`config.mk`:
```
export PLATFORM = sky130hd
export DESIGN_NAME = gpio_bank
export DESIGN_NICKNAME = d
export VERILOG_FILES = /design/src/rtl/gpio_pkg.sv /design/src/rtl/gpio_channel.sv /design/src/rtl/gpio_bank.sv
export SDC_FILE = /design/constraint.sdc
export NUM_CORES = 1
export LEC_CHECK = 0
export ABC_AREA = 1
export CAP_MARGIN = 30
export CORE_ASPECT_RATIO = 0.8
export CORE_MARGIN = 4
export CORE_UTILIZATION = 51
export CTS_BUF_LIST = sky130_fd_sc_hd__clkbuf_2
export CTS_CLUSTER_DIAMETER = 30
export CTS_CLUSTER_SIZE = 10
export DETAILED_ROUTE_END_ITERATION = 12
export GPL_TIMING_DRIVEN = 0
export MAX_ROUTING_LAYER = met4
export PLACE_DENSITY = 0.79
export SLEW_MARGIN = 40
export SYNTH_ARGS = -nofsm -noshare
export SYNTH_HDL_FRONTEND = slang
export SYNTH_SLANG_ARGS = --single-unit
```
`constraint.sdc`:
```
create_clock -name clk -period 1.5 [get_ports clk]
set_clock_uncertainty 0.2 [all_clocks]
set_input_delay 0.225 -clock clk [delete_from_list [all_inputs] [get_ports clk]]
set_output_delay 0.225 -clock clk [all_outputs]
set_load 0.01 [all_outputs]
```
`src/rtl/gpio_pkg.sv`:
```
// Shared register map and address-width helper for the GPIO bank.
package gpio_pkg;

  typedef enum logic [2:0] {
    REG_OUT       = 3'd0,
    REG_DIR       = 3'd1,
    REG_IN        = 3'd2,
    REG_FLAGS     = 3'd3,
    REG_IRQ_EN    = 3'd4,
    REG_EDGE_MODE = 3'd5,
    REG_TOGGLE    = 3'd6,
    REG_RSVD      = 3'd7
  } reg_e;

  // Address is {channel, 3-bit register index}.
  function automatic int addr_w(input int channels);
    return $clog2(channels) + 3;
  endfunction

endpackage

```
`src/rtl/gpio_channel.sv`:
```
// One GPIO port: OUT/DIR/FLAGS/IRQ_EN/EDGE_MODE registers, 2-flop pin sync,
// previous-value flop and edge-to-flag logic.
module gpio_channel import gpio_pkg::*; #(
  parameter int WIDTH = 8
) (
  input  logic             clk,
  input  logic             resetq,
  input  logic             wr,
  input  reg_e             idx,
  input  logic [WIDTH-1:0] wdata,
  input  logic [WIDTH-1:0] pin_in,
  output logic [WIDTH-1:0] pin_out,
  output logic [WIDTH-1:0] pin_oe,
  output logic [WIDTH-1:0] rd_val,
  output logic             irq_any
);

  logic [WIDTH-1:0] out_r, dir_r, flags, irq_en, edge_mode;
  logic [WIDTH-1:0] sync1, sync2, prev;
  logic [WIDTH-1:0] hit, clr;
  logic [2:0]       vld_pipe;

  // Edge compare is held off until prev carries a post-reset sample, so
  // pad activity from before reset never turns into a flag.
  assign hit = vld_pipe[2] ? ((sync2 & ~prev & ~edge_mode) | (~sync2 & prev & edge_mode))
                           : '0;
  assign clr = (wr && idx == REG_FLAGS) ? wdata : '0;

  always_ff @(posedge clk) begin
    if (resetq) begin
      out_r     <= '0;
      dir_r     <= '0;
      flags     <= '0;
      irq_en    <= '0;
      edge_mode <= '0;
      sync1     <= '0;
      sync2     <= '0;
      prev      <= '0;
      vld_pipe  <= '0;
    end else begin
      sync1    <= pin_in;
      sync2    <= sync1;
      prev     <= sync2;
      vld_pipe <= {vld_pipe[1:0], 1'b1};
      // A new edge beats a same-cycle write-1-to-clear.
      flags    <= (flags & ~clr) | hit;
      if (wr) begin
        case (idx)
          REG_OUT:       out_r     <= wdata;
          REG_DIR:       dir_r     <= wdata;
          REG_IRQ_EN:    irq_en    <= wdata;
          REG_EDGE_MODE: edge_mode <= wdata;
          REG_TOGGLE:    out_r     <= out_r ^ wdata;
          default: ;
        endcase
      end
    end
  end

  always_comb begin
    rd_val = '0;
    case (idx)
      REG_OUT:       rd_val = out_r;
      REG_DIR:       rd_val = dir_r;
      REG_IN:        rd_val = sync2;
      REG_FLAGS:     rd_val = flags;
      REG_IRQ_EN:    rd_val = irq_en;
      REG_EDGE_MODE: rd_val = edge_mode;
      default:       rd_val = '0;
    endcase
  end

  assign pin_out = out_r;
  assign pin_oe  = dir_r;
  assign irq_any = |(flags & irq_en);

endmodule

```
`src/rtl/gpio_bank.sv`:
```
// Multi-channel GPIO bank: address decode, registered read mux and
// registered interrupt OR over gpio_channel instances.
module gpio_bank import gpio_pkg::*; #(
  parameter  int CHANNELS = 2,
  parameter  int WIDTH    = 8,
  localparam int ADDR_W   = addr_w(CHANNELS)
) (
  input  logic                      clk,
  input  logic                      resetq,
  input  logic                      sel,
  input  logic                      io_write_enable,
  input  logic                      io_read_enable,
  input  logic [ADDR_W-1:0]         reg_addr,
  input  logic [0:15]               io_write_data,
  output logic [0:15]               io_read_data,
  input  logic [CHANNELS*WIDTH-1:0] pin_in,
  output logic [CHANNELS*WIDTH-1:0] pin_out,
  output logic [CHANNELS*WIDTH-1:0] pin_oe,
  output logic                      irq
);

  logic [ADDR_W-1:0]              ch_sel;
  reg_e                           ridx;
  logic                           wr_q, rd_q;
  logic [CHANNELS-1:0][WIDTH-1:0] rd_val;
  logic [CHANNELS-1:0]            ch_irq;
  logic [WIDTH-1:0]               rd_mux;
  logic [15:0]                    rdata;

  assign ch_sel = reg_addr >> 3;
  assign ridx   = reg_e'(reg_addr[2:0]);
  assign wr_q   = sel & io_write_enable;
  assign rd_q   = sel & io_read_enable;

  for (genvar c = 0; c < CHANNELS; c++) begin : g_ch
    gpio_channel #(.WIDTH(WIDTH)) u_ch (
      .clk     (clk),
      .resetq  (resetq),
      .wr      (wr_q && ch_sel == ADDR_W'(c)),
      .idx     (ridx),
      .wdata   (io_write_data[16-WIDTH:15]),
      .pin_in  (pin_in[c*WIDTH +: WIDTH]),
      .pin_out (pin_out[c*WIDTH +: WIDTH]),
      .pin_oe  (pin_oe[c*WIDTH +: WIDTH]),
      .rd_val  (rd_val[c]),
      .irq_any (ch_irq[c])
    );
  end

  // Unpopulated channel indices fall through to zero.
  always_comb begin
    rd_mux = '0;
    for (int c = 0; c < CHANNELS; c++)
      if (ch_sel == ADDR_W'(c)) rd_mux = rd_val[c];
  end

  always_ff @(posedge clk) begin
    if (resetq) begin
      rdata <= '0;
      irq   <= 1'b0;
    end else begin
      irq <= |ch_irq;
      if (rd_q) rdata <= 16'(rd_mux);
    end
  end

  assign io_read_data = rdata;

endmodule

```
==> results of run 1 <==
-- final cells by class --
cell class	instances	area (um^2)	area share
sequential	140	2859	0.3524
multi-input combinational	576	2751	0.3391
timing repair buffer	151	1458	0.1797
inverter	88	330.3	0.04072
buffer	58	317.8	0.03917
tap	148	185.2	0.02283
clock inverter	13	116.4	0.01434
clock buffer	19	95.09	0.01172
-- power by group through the flow --
stage	Combinational [mW]	Clock (mW)	Sequential, mW
floorplan	0.390	0	3.93
global placement	0.674	0	3.94
detailed placement	0.682	0	3.94
CTS	0.785	2.06	3.87
global route	0.891	2.21	3.88
finish	0.834	2.06	3.87
-- sequential cells by signal (all words and copies together), names as in the netlist --
signal / flops
g_ch.u_ch.irq_en: 16
irq: 1
g_ch.u_ch.pin_out: 16
g_ch.u_ch.sync1: 16
g_ch.u_ch.sync2: 16
g_ch.u_ch.flags: 16
g_ch.u_ch.edge_mode: 16
g_ch.u_ch.pin_oe: 16
g_ch.u_ch.prev: 16
g_ch.u_ch.vld_pipe: 3
io_read_data: 8
-- cell families (layout without fill, tap and decap cells) --
family / count (synthesis) / after routing / share of synthesized area
buffers and inverters: 147 / 329 / 0.1053
AO/OA/AOI/OAI: 180 / 180 / 0.1536
flip-flops: 140 / 140 / 0.4562
AND/OR/NAND/NOR: 388 / 388 / 0.2843
other: 1 / 8 / 0.0006104
-- worst min-delay path, stage by stage --
cell and delay, ns:
buf_2 0.17, nand3_2 0.19, nor2_4 0.08, o21ai_0 0.14
a21oi_1 0.05
-- placed cells by master (no fill, tap or decap), types with 41 or more instances in the layout --
master	instances
o21ai_0	77
buf_6	41
dfxtp_1	99
inv_1	78
a21oi_1	77
buf_4	61
nor2_1	119
nand3_1	52
nand4_1	46
nand2_1	140
dlygate4sd3_1	41
-- layer usage --
metal	vias to the layer above	track usage	wire length, um
met3	59	0.07885	2654
met4	0	0.1021	608
li1	3174	-	-
met2	445	0.4465	9043
met1	3048	0.4408	9188
met5	-	-	0
-- metrics by stage --
stage	cells	setup TNS [ns]	utilization
after floorplan	863	0	-
after global placement	1080	-68.18	0.6057
after detailed placement	1080	-68.76	0.6057
after CTS	1181	-5.220	0.6858
after global routing	1193	-7.809	0.6965
final	1193	-5.548	0.6965
-- repair_timing --
action | CTS | global route
pin swaps | 0 | 2
hold buffers | 38 | 5
hold endpoints to repair | 80 | 40
resized for setup | 251 | 8
setup endpoints to repair | 59 | 74
buffers inserted | 32 | 9
-- worst max-delay path by stage --
| stage | end | slack [ns] |
|---|---|---|
| global placement | io_read_data[15] | -0.91 |
| global route | pin_out[6] | -0.22 |
| CTS | pin_out[7] | -0.15 |
| detailed placement | io_read_data[15] | -0.95 |
| floorplan | g_ch[1].u_ch.pin_out[0] | 0.02 |
| finish | pin_oe[8] | -0.15 |
==> metrics, run 1 <==
crit-path leading delay family flip-flops; Mapped Area 6143 um^2; post-DP HPWL 14,450 um; Max Cap Viol 0; synth top area cells dfxtp_1 (46%), nand2_1 (8.6%), nor2_1 (7.5%), a21oi_1 (6.4%), o21ai_0 (6.3%); Critical Path End Type output port; part of the power in combinational logic 0.123; fillers 950; worst r2r dst io_read_data[15]; DR WL/cell 18.02 um; RSZ-0062 raised after global routing yes; Min-Delay Path Class primary input to flop; Static Leak 3.505 nW; post-layout min period 1.654 ns; Final ANT Viol Nets 0; Worst-Skew Late Latency 0.73 ns; WP depth 1; Hold Vio Cnt, Final 20; pre-CTS setup slack -0.9520 ns; largest net degree at the start of global routing 17; Nets 1,073; critical path type flop to output port; total power 6.762 mW; Tightest Pin Transition 0.7866 ns; asr flop ratio synth 0; FMAX 604.4 MHz; Startpoint Class flop; R2R Setup Slk 0.01 ns; row cnt 35; Slowest cell on crit path dfxtp_2; Worst VDD drop 0.0008468 V; commonest cells in the synthesized netlist dfxtp_1 (140), nand2_1 (140), nor2_1 (122); clk buf depth 2; Final Worst Setup Slack -0.1544 ns; cell area after layout 8113 um^2; WL final 21,500 um; hold depth 5; slowest stage delay, CP 0.40 ns; GP Congestion 1.043; worst setup path start g_ch[1].u_ch.pin_oe[0]; htree depth 4; Switching Fraction 0.2961; drc violations 0; ant diodes 0; GR Overflow Total 0; count of final max-slew check failures 0; hold_sp reg_addr[0]; die height 106.2 um; TritonCTS clock tree yes; worst path cell trace buf_6; synthesis-to-finish area growth 32.06%; Clock transition at path regs 0.24 ns; RR Startpoint g_ch[1].u_ch.pin_oe[0]; antenna violations before repair 0; NetSw 2.002 mW; Final Setup Violations 54; Total GRT Usage 0.3153; synthesized area per cell 7.177 um^2; DP Area 7056 um^2; clock buffer count from CTS 17; die area 13,880 um^2; CTS root buf clkbuf_2; Synth area leader dfxtp_1; Iter 0 DRT Violations 770; Worst Hold Endpoint g_ch[1].u_ch.pin_oe[3]; sequential share of power 0.572; vias 6,726; io pins 90; drt pass-1 iters 5; Yosys cell types 29; vias in the first global route 5,963; period utilisation layout 1.103; Worst EP arrival 1.23 ns; Yosys warnings 0; Int Pwr 4.759 mW; Post-synth EDFFs 0; Core Region 11,650 um^2; Buf/Inv on CP 1; Clock Sink Count 140; Crit Path Max Fanout 2; first-pass GRT wire length 32,540 um; Pwr Density 833.4 nW/um^2; sequential area share after synthesis 0.4562; share of cells above drive strength 1 0.2019; failing checks hold timing, setup timing; status complete, but fails checks; Req. time, crit path 1.07 ns; Synth Register Bits 140; Rel. slew slack 0.4756; final hold slack -0.06960 ns; Initial Utilization 0.5274; DR vias/cell 5.638; Post-Syn Instances 856; Clk pwr share 0.305; main flop type after synthesis dfxtp_1; DIE WIDTH 130.7 um; top cell type's share of synthesized area 0.4562; R2R cell count 7; # port buffers 69
(Power assumes the default switching activity.)
==> inputs of run 2 (changes only) <==
CORE_UTILIZATION = 52   (was 51)
SYNTH_HIERARCHICAL = 1   (was not set)
==> metrics, run 2 <==
final hold slack -0.01769 ns; commonest cells after routing, fill and taps aside nand2_1 (247), inv_1 (150), nor2_1 (132); Rel. slew slack 0.4809; Static Leak 3.898 nW; Initial Utilization 0.5392; Clock transition at path regs 0.20 ns; antenna violations before repair 0; Core Region 12,340 um^2; share of cells above drive strength 1 0.1946; die height 109.2 um; Req. time, crit path 1.07 ns; ant diodes 0; Total GRT Usage 0.2738; RR Startpoint g_ch[0].u_ch/pin_out[2]; row cnt 36; TritonCTS clock tree yes; Slowest cell on crit path dfxtp_4; Post-synth EDFFs 0; largest net degree at the start of global routing 17; synthesis-to-finish area growth 29.57%; count of final max-slew check failures 0; met3 Resource Use GR 0.07334; hold_sp reg_addr[1]; most frequent cell after synthesis nand2_1; worst r2r dst io_read_data[13]; Synth Register Bits 143; top cell type's share of synthesized area 0.4302; status complete, but fails checks; Clock Sink Count 143; TNS Setup -3.690 ns; Final Setup Violations 42; asr flop ratio synth 0; Yosys cell types 26; Buf/Inv on CP 1; vias in the first global route 6,409; Pwr Density 831.4 nW/um^2; main flop type after synthesis dfxtp_1; Critical Path End Type output port; Hold Vio Cnt, Final 1; Iter 0 DRT Violations 685; total power 7.170 mW; critical path type flop to output port; clk buf depth 2; Final ANT Viol Nets 0; hold depth 6; synth top area cells dfxtp_1 (43%), nand2_1 (14%), inv_1 (8.9%), nor2_1 (7.7%), o21ai_0 (6.8%); slowest stage delay, CP 0.40 ns; die area 14,680 um^2; sequential area share after synthesis 0.4302; pre-CTS setup slack -1.081 ns; Worst EP arrival 1.20 ns; commonest non-fill, non-tap cell in the layout nand2_1; worst path cell trace buf_6; Yosys warnings 6; post-layout min period 1.621 ns; post-DP HPWL 13,050 um; io pins 90; M1 GR Usage 0.3679; WP depth 1; GR met2 Demand/Resource 0.4006; commonest cells in the synthesized netlist nand2_1 (250), inv_1 (158), dfxtp_1 (143); Worst-Skew Late Latency 0.69 ns; R2R Setup Slk -0.03 ns; Final Worst Setup Slack -0.1211 ns; Max Cap Viol 0; Post-Syn Instances 1,005; synthesized area per cell 6.622 um^2; DR vias/cell 5.155; Crit Path Max Fanout 2; first-pass GRT wire length 30,950 um; drc violations 0; FMAX 616.9 MHz; htree depth 4; Startpoint Class flop; WL final 19,410 um; Tightest Pin Transition 0.7762 ns; Nets 1,210; RSZ-0062 raised after global routing yes; R2R cell count 10; drt pass-1 iters 6; GP Congestion 0.9674; DIE WIDTH 134.5 um; vias 6,975; Worst Hold Endpoint g_ch[1].u_ch/pin_out[2]; DR WL/cell 14.34 um; failing checks hold timing, setup timing; Worst VDD drop 0.0004577 V; clock buffer count from CTS 17; Min-Delay Path Class primary input to flop; crit-path leading delay family flip-flops; Mapped Area 6655 um^2; Synth area leader dfxtp_1; most crowded layer after global routing met2; CTS root buf clkbuf_2; period utilisation layout 1.081; # port buffers 71; GR Overflow Total 0
run 2: what timing repair did:
action                     in CTS  in global routing
pin swaps                       3                 17
setup endpoints to repair      76                 92
buffers inserted               30                  9
hold endpoints to repair      116                 23
gates resized for setup       256                 39
hold buffers                   18                 10
run 2: how the worst max path moves through the flow:
stage / start / end / slack (ns)
final: g_ch[0].u_ch/pin_out[2] / pin_out[2] / -0.12
after global routing: g_ch[0].u_ch/pin_out[2] / pin_out[2] / -0.22
after CTS: g_ch[0].u_ch/pin_out[2] / pin_out[2] / -0.17
after detailed placement: reg_addr[2] / io_read_data[11] / -1.08
after global placement: reg_addr[2] / io_read_data[11] / -1.04
after floorplan: reg_addr[3] / g_ch[0].u_ch/edge_mode[1] / 0.00009
run 2: cell type report:
| class | count | area, um^2 |
|---|---|---|
| Fill cell | 1070 | 3719 |
| Multi-Input combinational cell | 663 | 3013 |
| Sequential cell | 143 | 2915 |
| Timing Repair Buffer | 138 | 1329 |
| Inverter | 164 | 633.1 |
| Buffer | 42 | 277.8 |
| Tap cell | 171 | 214.0 |
| Clock inverter | 13 | 146.4 |
| Clock buffer | 19 | 95.09 |
run 2: metal layers:
layer,routed length [um],up-vias
met5,0,-
met4,476,0
met3,2279,44
met2,8105,377
met1,8544,3122
li1,-,3432
run 2: logic make-up after synthesis:
group | Yosys count | share of synthesized area
AOI/OAI and AO/OA | 160 | 0.1237
buffers and inverters | 206 | 0.1325
and+or+nand+nor | 495 | 0.3130
DFF | 143 | 0.4302
other | 1 | 0.0005635
run 2: per-stage QoR:
step           std cells  cell area [um^2]  utilization  hold WS, ns
6_report            1353              8623       0.6987     -0.01769
5_1_grt             1353              8623       0.6987     0.006062
3_3_place_gp        1254              7645       0.6194       0.1885
4_1_cts             1334              8404       0.6810      0.05120
2_1_floorplan       1012              6720            -       0.1320
3_5_place_dp        1254              7645       0.6194       0.1928
run 2: report_power, final:
group / switching [mW] / internal (mW)
clock: 1.38 / 0.914
sequential: 0.0545 / 3.91
combinational: 0.533 / 0.371
total: 1.97 / 5.20
==> inputs of run 3 (changes only) <==
HOLD_SLACK_MARGIN = 0.08   (was not set)
PLACE_DENSITY = 0.86   (was 0.79)
==> metrics, run 3 (synthesis gave the netlist of run 2 again) <==
status complete, but fails checks; failing checks hold timing, setup timing; slowest stage delay, CP 0.41 ns; Buf/Inv on CP 1; hold depth 5; WL final 20,250 um; Tightest Pin Transition 0.7941 ns; cell area after layout 8562 um^2; period utilisation layout 1.100; TritonCTS clock tree yes; GP Congestion 1.001; die height 109.2 um; Core Region 12,340 um^2; Req. time, crit path 1.07 ns; NetSw 1.970 mW; Static Leak 3.875 nW; die area 14,680 um^2; Slowest cell on crit path dfxtp_4; Rel. slew slack 0.4689; share of cells above drive strength 1 0.1923; DR WL/cell 15.04 um; Crit Path Max Fanout 2; Critical Path End Type output port; row cnt 36; Clk pwr share 0.335; DP Area 7645 um^2; largest net degree at the start of global routing 17; Iter 0 DRT Violations 969; clk buf depth 2; worst path cell trace buf_6; Worst-Skew Late Latency 0.70 ns; post-layout util 0.6937; crit-path leading delay family flip-flops; vias 7,168; Max Cap Viol 0; commonest cells after routing, fill and taps aside nand2_1 (250), inv_1 (150), nor2_1 (132); Worst EP arrival 1.23 ns; Pwr Density 854.1 nW/um^2; Placed Instances 1,254; Startpoint Class flop; final std cells w/o fill 1,346; FMAX 605.8 MHz; Switching Fraction 0.2694; R2R cell count 9; DR vias/cell 5.325; Clock transition at path regs 0.22 ns; Final Worst Setup Slack -0.1506 ns; io pins 90; first-pass GRT wire length 31,430 um; total power 7.313 mW; htree depth 4; fillers 991; post-DP HPWL 13,110 um; # port buffers 71; drt pass-1 iters 8; Sequential Area 2915 um^2; Worst VDD drop 0.0006558 V; Hold Vio Cnt, Final 37; Clock Sink Count 143; synthesis-to-finish area growth 28.65%; Min-Delay Path Class primary input to flop; part of the power in combinational logic 0.123; drc violations 0; GR Overflow Total 0; multi-input logic area 3005 um^2; critical path type flop to output port; antenna violations before repair 0; Initial Utilization 0.5392; vias in the first global route 6,434; RSZ-0062 raised after global routing yes; Final Setup Violations 43; DIE WIDTH 134.5 um; ant diodes 0; clock buffer count from CTS 17; count of final max-slew check failures 0; Int Pwr 5.343 mW; WP depth 1; Total GRT Usage 0.2763; CTS root buf clkbuf_2; Nets 1,204; sequential share of power 0.543; post-layout min period 1.651 ns; final hold slack -0.2903 ns; commonest non-fill, non-tap cell in the layout nand2_1; Final ANT Viol Nets 0
==> run 3: cell types whose count changed in the layout (fill, tap and decap cells not counted), moves of 2 or more <==
| cell | before | now |
|---|---|---|
| nand3_2 | 6 | 4 |
| nand2_1 | 247 | 250 |
| nand2_2 | 11 | 8 |
| dlygate4sd3_1 | 27 | 21 |
| inv_2 | 10 | 12 |
| nand3_1 | 62 | 64 |
| inv_4 | 2 | 0 |
| clkinvlp_4 | 3 | 0 |
==> run 3: stage by stage <==
step	hold slack (ns)	setup WS (ns)	TNS [ns]
5_1_grt	-0.3016	-0.1949	-6.802
3_3_place_gp	0.1892	-1.105	-63.55
6_report	-0.2903	-0.1506	-3.943
2_1_floorplan	0.1320	0.00008937	0
4_1_cts	-0.3132	-0.1538	-4.713
3_5_place_dp	0.1916	-1.041	-64.13
==> run 3: what timing repair did <==
item,in CTS,in global routing
resized for setup,255,37
pin swaps,2,12
setup buffers,32,7
hold buffers,17,4
endpoints found under the hold margin,133,77
setup endpoints to repair,78,92
gates cloned,0,1
==> run 3: final timing paths <==
| kind | startpoint | endpoint | slack, ns |
|---|---|---|---|
| worst min-delay path | reg_addr[3] | io_read_data[10] | -0.29 |
| worst max register to register | g_ch[0].u_ch/pin_out[3] | io_read_data[12] | 0.02 |
| worst max-delay path | g_ch[1].u_ch/pin_out[2] | pin_out[10] | -0.15 |
| worst min register to register | g_ch[0].u_ch/vld_pipe[1] | g_ch[0].u_ch/vld_pipe[2] | 0.20 |
==> run 3: power groups by stage <==
stage / registers, mW / logic [mW] / clock network [mW]
finish: 3.97 / 0.896 / 2.45
global route: 3.98 / 0.977 / 2.64
CTS: 3.97 / 0.839 / 2.45
detailed placement: 4.04 / 0.767 / 0
global placement: 4.04 / 0.751 / 0
floorplan: 4.04 / 0.437 / 0
==> run 3: area by class of cell <==
type | count | area share
Tap cell | 171 | 0.02499
Clock buffer | 18 | 0.01052
Multi-Input combinational cell | 663 | 0.3510
Sequential cell | 143 | 0.3405
Clock inverter | 13 | 0.01987
Timing Repair Buffer | 132 | 0.1469
Buffer | 42 | 0.03288
Inverter | 164 | 0.07336
==> run 3: worst min-delay path, cell delays in order <==
cell	delay, ns
buf_6	0.13
nand2_1	0.06
nand3_1	0.07
nand2_1	0.06
inv_1	0.03
==> run 3: per-layer routing <==
layer  GRT usage  up-vias  share of wire
li1            -     3425              -
met1      0.3717     3227           0.41
met2      0.4150      441           0.44
met3     0.05858       75           0.12
met4     0.09666        0          0.031
met5           -        -              0
